--- src/rtl/regfile_dump_reader.sv ---
// rtl/regfile_dump_reader.sv - walks a register file read port and streams {addr, data} pairs
//
// Purpose
//    Readback engine for the 32x32 register file. A start pulse walks the
//    address range FIRST_ADDR..LAST_ADDR over a spare combinational read port
//    and presents each register as an {address, data} word on a valid/ready
//    stream. The block never writes the register file.
//
// Ports
//    clk         in   1         clock, all state on rising edge
//    rst_n       in   1         asynchronous active-low reset
//    start       in   1         one-cycle request to begin a dump
//    abort       in   1         cancel a dump in progress
//    rd_addr     out  ADDR_W    register file read address
//    rd_data     in   DATA_W    register file read data (combinational)
//    dump_valid  out  1         dump_addr/dump_data valid
//    dump_ready  in   1         consumer accepts when valid & ready at posedge
//    dump_addr   out  ADDR_W    address of the emitted register
//    dump_data   out  DATA_W    value of the emitted register
//    busy        out  1         dump in progress
//    done        out  1         one-cycle pulse when the full range was walked
//    sent_count  out  ADDR_W+1  words accepted in the current/last dump

module regfile_dump_reader #(
   parameter int DATA_W     = 32,
   parameter int ADDR_W     = 5,
   parameter int FIRST_ADDR = 0,
   parameter int LAST_ADDR  = 31,
   parameter int SKIP_ZERO  = 0
) (
   input  logic              clk,
   input  logic              rst_n,
   input  logic              start,
   input  logic              abort,
   output logic [ADDR_W-1:0] rd_addr,
   input  logic [DATA_W-1:0] rd_data,
   output logic              dump_valid,
   input  logic              dump_ready,
   output logic [ADDR_W-1:0] dump_addr,
   output logic [DATA_W-1:0] dump_data,
   output logic              busy,
   output logic              done,
   output logic [ADDR_W:0]   sent_count
);

   localparam logic [1:0] S_IDLE = 2'd0;
   localparam logic [1:0] S_READ = 2'd1;
   localparam logic [1:0] S_SEND = 2'd2;
   localparam logic [1:0] S_DONE = 2'd3;

   localparam logic [ADDR_W-1:0] FIRST_A = ADDR_W'(FIRST_ADDR);
   localparam logic [ADDR_W-1:0] LAST_A  = ADDR_W'(LAST_ADDR);
   localparam logic              SKIP_Z  = (SKIP_ZERO != 0);

   logic [1:0]        state_q, state_d;
   logic [ADDR_W-1:0] rd_addr_q, rd_addr_d;
   logic              dump_valid_q, dump_valid_d;
   logic [ADDR_W-1:0] dump_addr_q, dump_addr_d;
   logic [DATA_W-1:0] dump_data_q, dump_data_d;
   logic              busy_q, busy_d;
   logic              done_q, done_d;
   logic [ADDR_W:0]   sent_count_q, sent_count_d;

   // Equality compare against LAST_A keeps the walk from ever incrementing
   // past the top of the range, so LAST_ADDR = 2**ADDR_W-1 cannot wrap.
   logic at_last;
   assign at_last = (rd_addr_q == LAST_A);

   always_comb begin
      state_d      = state_q;
      rd_addr_d    = rd_addr_q;
      dump_valid_d = dump_valid_q;
      dump_addr_d  = dump_addr_q;
      dump_data_d  = dump_data_q;
      busy_d       = busy_q;
      sent_count_d = sent_count_q;

      case (state_q)
         S_IDLE: begin
            // abort has priority over a simultaneous start
            if (start && !abort) begin
               state_d      = S_READ;
               rd_addr_d    = FIRST_A;
               sent_count_d = '0;
               busy_d       = 1'b1;
            end
         end

         S_READ: begin
            if (abort) begin
               state_d = S_IDLE;
               busy_d  = 1'b0;
            end else if (SKIP_Z && (rd_data == '0)) begin
               if (at_last) begin
                  state_d = S_DONE;
               end else begin
                  rd_addr_d = rd_addr_q + 1'b1;
               end
            end else begin
               // rd_data is sampled at the end of the READ cycle, so a
               // register-file write landing on the negedge is included.
               dump_data_d  = rd_data;
               dump_addr_d  = rd_addr_q;
               dump_valid_d = 1'b1;
               state_d      = S_SEND;
            end
         end

         S_SEND: begin
            // An abort cancels the word even if the consumer is ready in
            // the same cycle; it is not counted as sent.
            if (abort) begin
               state_d      = S_IDLE;
               dump_valid_d = 1'b0;
               busy_d       = 1'b0;
            end else if (dump_ready) begin
               dump_valid_d = 1'b0;
               sent_count_d = sent_count_q + 1'b1;
               if (at_last) begin
                  state_d = S_DONE;
               end else begin
                  rd_addr_d = rd_addr_q + 1'b1;
                  state_d   = S_READ;
               end
            end
         end

         S_DONE: begin
            // DONE always lasts one cycle, so abort here changes nothing.
            state_d = S_IDLE;
            busy_d  = 1'b0;
         end

         default: begin
            state_d      = S_IDLE;
            dump_valid_d = 1'b0;
            busy_d       = 1'b0;
         end
      endcase

      done_d = (state_d == S_DONE);
   end

   always_ff @(posedge clk or negedge rst_n) begin
      if (!rst_n) begin
         state_q      <= S_IDLE;
         rd_addr_q    <= '0;
         dump_valid_q <= 1'b0;
         dump_addr_q  <= '0;
         dump_data_q  <= '0;
         busy_q       <= 1'b0;
         done_q       <= 1'b0;
         sent_count_q <= '0;
      end else begin
         state_q      <= state_d;
         rd_addr_q    <= rd_addr_d;
         dump_valid_q <= dump_valid_d;
         dump_addr_q  <= dump_addr_d;
         dump_data_q  <= dump_data_d;
         busy_q       <= busy_d;
         done_q       <= done_d;
         sent_count_q <= sent_count_d;
      end
   end

   assign rd_addr    = rd_addr_q;
   assign dump_valid = dump_valid_q;
   assign dump_addr  = dump_addr_q;
   assign dump_data  = dump_data_q;
   assign busy       = busy_q;
   assign done       = done_q;
   assign sent_count = sent_count_q;

endmodule

--- config.mk ---
export PLATFORM = sky130hd
export DESIGN_NAME = regfile_dump_reader
export DESIGN_NICKNAME = d
export VERILOG_FILES = /design/src/rtl/regfile_dump_reader.sv
export SDC_FILE = /design/constraint.sdc
export NUM_CORES = 1
export LEC_CHECK = 0
export CAP_MARGIN = 20
export CORE_ASPECT_RATIO = 0.7
export CORE_MARGIN = 3
export CORE_UTILIZATION = 47
export DETAILED_ROUTE_END_ITERATION = 8
export PLACE_DENSITY = 0.95
export SYNTH_ARGS = -nofsm -noshare
export SYNTH_HDL_FRONTEND = slang
export SYNTH_SLANG_ARGS = --single-unit
export TNS_END_PERCENT = 1
--- constraint.sdc ---
create_clock -name clk -period 5.6 [get_ports clk]
set_clock_uncertainty 0.1 [all_clocks]
set_input_delay 1.12 -clock clk [delete_from_list [all_inputs] [get_ports clk]]
set_output_delay 1.12 -clock clk [all_outputs]
set_load 0.05 [all_outputs]
Word level (Yosys, flattened, before mapping)

Cells that the tools add are included.

Output and inout port bits: 51
Register bits: 53
Word-level logic and storage cells: 56
Input port bits: 37

$add $sub $neg: 2
Mux-type cells: 22
Reduce and logical (&&, ||, !) cells: 11
Bitwise gates (word level): 1
Equal/unequal tests: 12

Operators with widths:

| cell                                           | number |
|---|---|
| 2-to-1 mux 5 bit                               | 4 |
| 2-to-1 mux 6 bit                               | 3 |
| one-hot mux 6 bit (2 select lines)             | 1 |
| 2-to-1 mux 2 bit                               | 5 |
| != test 2 bit (second input constant)          | 5 |
| one-hot mux 5 bit (2 select lines)             | 1 |
| one-hot mux 2 bit (4 select lines)             | 1 |
| adder 6 x 1 -> 6 bit (second input constant)   | 1 |
| == test 2 bit (second input constant)          | 3 |
| adder 5 x 1 -> 5 bit (second input constant)   | 1 |
| == test 5 bit (second input constant)          | 1 |
| 2-to-1 mux 1 bit                               | 5 |
| AND reduction 5 bit                            | 1 |
| AND reduction 2 bit                            | 2 |
| AND reduction 4 bit                            | 1 |
| nonzero test 2 bit                             | 2 |
| != test 3 bit (second input constant)          | 1 |
| one-hot mux 1 bit (3 select lines)             | 1 |
| AND reduction 3 bit                            | 1 |
| == test 2 x 1 -> 1 bit (second input constant) | 1 |
| zero test 2 bit                                | 1 |
| != test 2 x 1 -> 1 bit (second input constant) | 1 |
| one-hot mux 1 bit (2 select lines)             | 1 |
| OR reduction 2 bit                             | 1 |
| other kinds (3)                                | 3 |

Logic depth before layout (Yosys ltp)

Depth after elaboration: 6
Mapped depth: 7

Least setup slack after synthesis

No wires, ideal clock.

Path type: input to register
Start point: in abort
End point: reg dump_data_q[20], in the netlist dump_data[20]
Data arrival time: 2142 ps
Buffers on the path: 3
Stages on the path: 5
Path slack: 3233 ps
Data required time: 5375 ps
Path through: buf_2 > nor2b_1 > buf_2 > buf_4 > mux2_2

Word-level cells in the longest chain between the ends: 2

RTL lines:

| what                                 | line | RTL |
|---|---|---|
| start: declaration                   | 34   | `input logic abort,` |
| inverter 1 bit (no source line)      | --   |  |
| AND reduction 2 bit (no source line) | --   |  |
| end signal: assignment               | 159  | `dump_data_q <= dump_data_d;` |
| end: declaration                     | 59   | `logic [DATA_W-1:0] dump_data_q, dump_data_d;` |

No other way between the ends.
A chain may end at the register's enable or synchronous reset.

Worst setup path in the final report

Start point: in abort
End point: reg dump_data_q[16], in the netlist dump_data[16]

Same word-level chain as after synthesis.

==> qor.csv <==
stage,metric,value,unit
sta,final setup violation count,0,
sta,Slew HR,31.1,%
yosys,largest family of logic cells by synthesized area,multiplexers,
die,Die H,64.9,um
yosys,YS warnings,0,
yosys,Yosys reg bits,53,
sta,hold slack,0.409,ns
die,Boundary Pins,88,
clock_network,Post-CTS Resized,0,
yosys,"FFs w/ async S/R, synth",100,%
yosys,Cell variety after synth,33,
placement,buffers added on ports,87,
yosys,simple-gate share of the synthesized area,7.41,%
setup_path,Crit Path Max Fanout,39,
clock_network,hold bufs inserted after CTS,0,
sta,post-layout min period,2.99,ns
global_route,met1 usage in global routing,23.1,%
clock_network,CTS Sinks,53,
sta,worst slew pin tran,1.03,ns
power,Pwr Density,609,mW/mm^2
yosys,mux cell area share after synthesis,20.0,%
clock_network,Num CTS Buffers,5,
global_route,largest net degree at the start of global routing,54,
sta,RSZ-0062 raised after global routing,false,
global_route,first-pass GRT wire length,8690,um
yosys,syn_nets,225,
drt,detailed-route via count,1721,
setup_path,CP endpoint kind,flip-flop,
job,Max Cap Viol,0,
yosys,post-synthesis compound-gate area fraction,8.27,%
global_route,initial antenna violation count,0,
die,die area,0.00585,mm^2
die,Core ar.,0.00455,mm^2
placement,DPL Wire Length,3910,um
yosys,post-synthesis sequential area ratio,56.9,%
drt,WL/cell,15.4,um
sta,setup_tns,0,ns
setup_path,critical path class,in -> reg,
yosys,xor/xnor share of the synthesized area,0,%
global_route,met2 Usage GRT,30.4,%
yosys,Synth Area in Adders,3.76,%
die,num rows,20,
global_route,vias in the first global route,1796,
yosys,syn_area_per_cell,12.9,um^2
drt,1st-iter DRT viols,77,
cells_and_area,layout cells sized above 1,17.9,%
die,Starting Density,51.2,%
global_route,GR Util met3,7.77,%
clock_network,H-tree depth,2,
global_route,All-Layer GR Usage,18.7,%
drt,DR pass1 iterations,4,
yosys,prevailing post-synth register cell,dfrtp_1,
clock_network,Clock Root Buffer,clkbuf_8,
sta,Fin. Hold Viols,0,
setup_path,CP arrival,3.07,ns
drt,total wire length,5130,um
sta,Slew Limit Fails,0,
setup_path,CP Launch Type,input port,
yosys,number of synthesized flops with an enable pin,0,
run_status,outcome,completed,
clock_network,Worst-path clk slew,0.08,ns
clock_network,"Clk Latency, worst-skew pair",0.29,ns
power,peak supply drop,0.380,mV
global_route,gr ovfl total,0,
cells_and_area,Diodes inserted,0,
cells_and_area,area delta synth->final,43.0,%
worst_hold_path,HP Class,reg -> reg,
drt,drc violations,0,
clock_network,CTS tree,built,
die,Die Width,90.2,um
power,static leakage,1.44,nW
clock_network,postcts setup bufs,0,
yosys,Syn Std Cell Area,0.00233,mm^2
yosys,Mapped Cells,181,
sta,Tcrit/Tclk final,53.4,%
clock_network,deepest clock path buffer count,2,
global_route,GRT busiest layer,met2,
setup_path,worst path required time,5.67,ns
cells_and_area,Final nets,312,
drt,DRT antenna net count,0,
drt,routed vias/inst,5.15,
placement,routability congestion estimate,0.762,
sta,fmax,0.334,GHz
[critical path, stage by stage]
cell and delay, ns:
clkdlybuf4s50_1 0.61, nor2b_4 0.88, mux2_2 0.43
[flip-flops by register name, indices dropped and copies added, names as in the netlist]
| register | cells |
|---|---|
| sent_count | 6 |
| dump_addr | 5 |
| busy | 1 |
| done | 1 |
| rd_addr | 5 |
| dump_valid | 1 |
| state_q | 2 |
| dump_data | 32 |
[through the flow]
stage | utilization [%] | area (um^2) | setup slack, ns | total power [W] | cells
2_1_floorplan | - | 2330 | 3.23 | 0.00143 | 181
3_3_place_gp | 71.3 | 3250 | 2.35 | 0.00180 | 327
3_5_place_dp | 71.3 | 3250 | 2.27 | 0.00184 | 327
4_1_cts | 73.2 | 3330 | 2.58 | 0.00205 | 334
5_1_grt | 73.2 | 3330 | 2.46 | 0.00214 | 334
6_report | 73.2 | 3330 | 2.61 | 0.00203 | 334
[worst paths after layout]
kind,slack [ns],cells past startpoint,from,end
min,0.41,1,dump_data[13],dump_data[13]
min in group asynchronous,0.83,2,rst_n,sent_count[3]
max in group asynchronous,4.13,2,rst_n,busy
min reg2reg,0.41,1,dump_data[13],dump_data[13]
max,2.61,3,abort,dump_data[16]
max reg2reg,3.33,7,rd_addr[0],rd_addr[0]
[routing by layer]
| layer | vias up | share of wire [%] |
|---|---|---|
| li1 | 806 | - |
| met1 | 832 | 43 |
| met2 | 78 | 47 |
| met3 | 5 | 9.5 |
| met4 | 0 | 0.82 |
| met5 | - | 0 |
[cell type report]
cell class                      instances  area (um^2)
Multi-Input combinational cell        110          927
Clock buffer                            7         86.3
Tap cell                               66         82.6
Timing Repair Buffer                   88          873
Inverter                               10         37.5
Fill cell                             335         1220
Sequential cell                        53         1330
[synth_stat cells (2+ instances only)]
cell type,instances,area (um^2)
dfrtp_1,53,1330
a31oi_1,2,12.5
and3_1,3,18.8
mux2_2,37,417
o32ai_1,2,17.5
nor2b_1,3,18.8
nand2_1,12,45.0
inv_1,10,37.5
nor3_1,3,15.0
buf_2,5,25.0
nand3_1,5,25.0
mux2i_1,5,50.1
a21oi_1,3,15.0
ha_1,7,87.6
and2_1,2,12.5
o21ai_0,7,35.0
a211o_1,2,17.5
nand2b_1,3,18.8
nor2_1,3,11.3
[cells in the final DEF (no fill, tap or decap), drive strengths merged, types with 3 or more instances in the layout]
master / n
dfrtp: 53
clkbuf: 7
mux2i: 5
nand2b: 3
nor3: 3
nor2b: 3
and3: 3
mux2: 37
o21ai: 7
ha: 7
nand3: 5
a21oi: 3
clkdlybuf4s50: 86
inv: 10
nand2: 12
nor2: 3
[where the power goes]
part / switching, W / internal, W / leakage, nW
clock network: 0.000109 / 0.0000982 / 0.0443
logic: 0.000752 / 0.000442 / 0.732
registers: 0.0000937 / 0.000534 / 0.662
total: 0.000955 / 0.00107 / 1.44
[kinds of logic (layout without fill, tap and decap cells)]
kind of cell               Yosys count  after routing
and+or+nand+nor                     35             35
muxes                               42             42
DFF                                 53             53
buffers and inverters               18            105
AOI/OAI and AO/OA                   26             26
adders and majority gates            7              7
No activity file was read; power rests on OpenSTA's default activity.
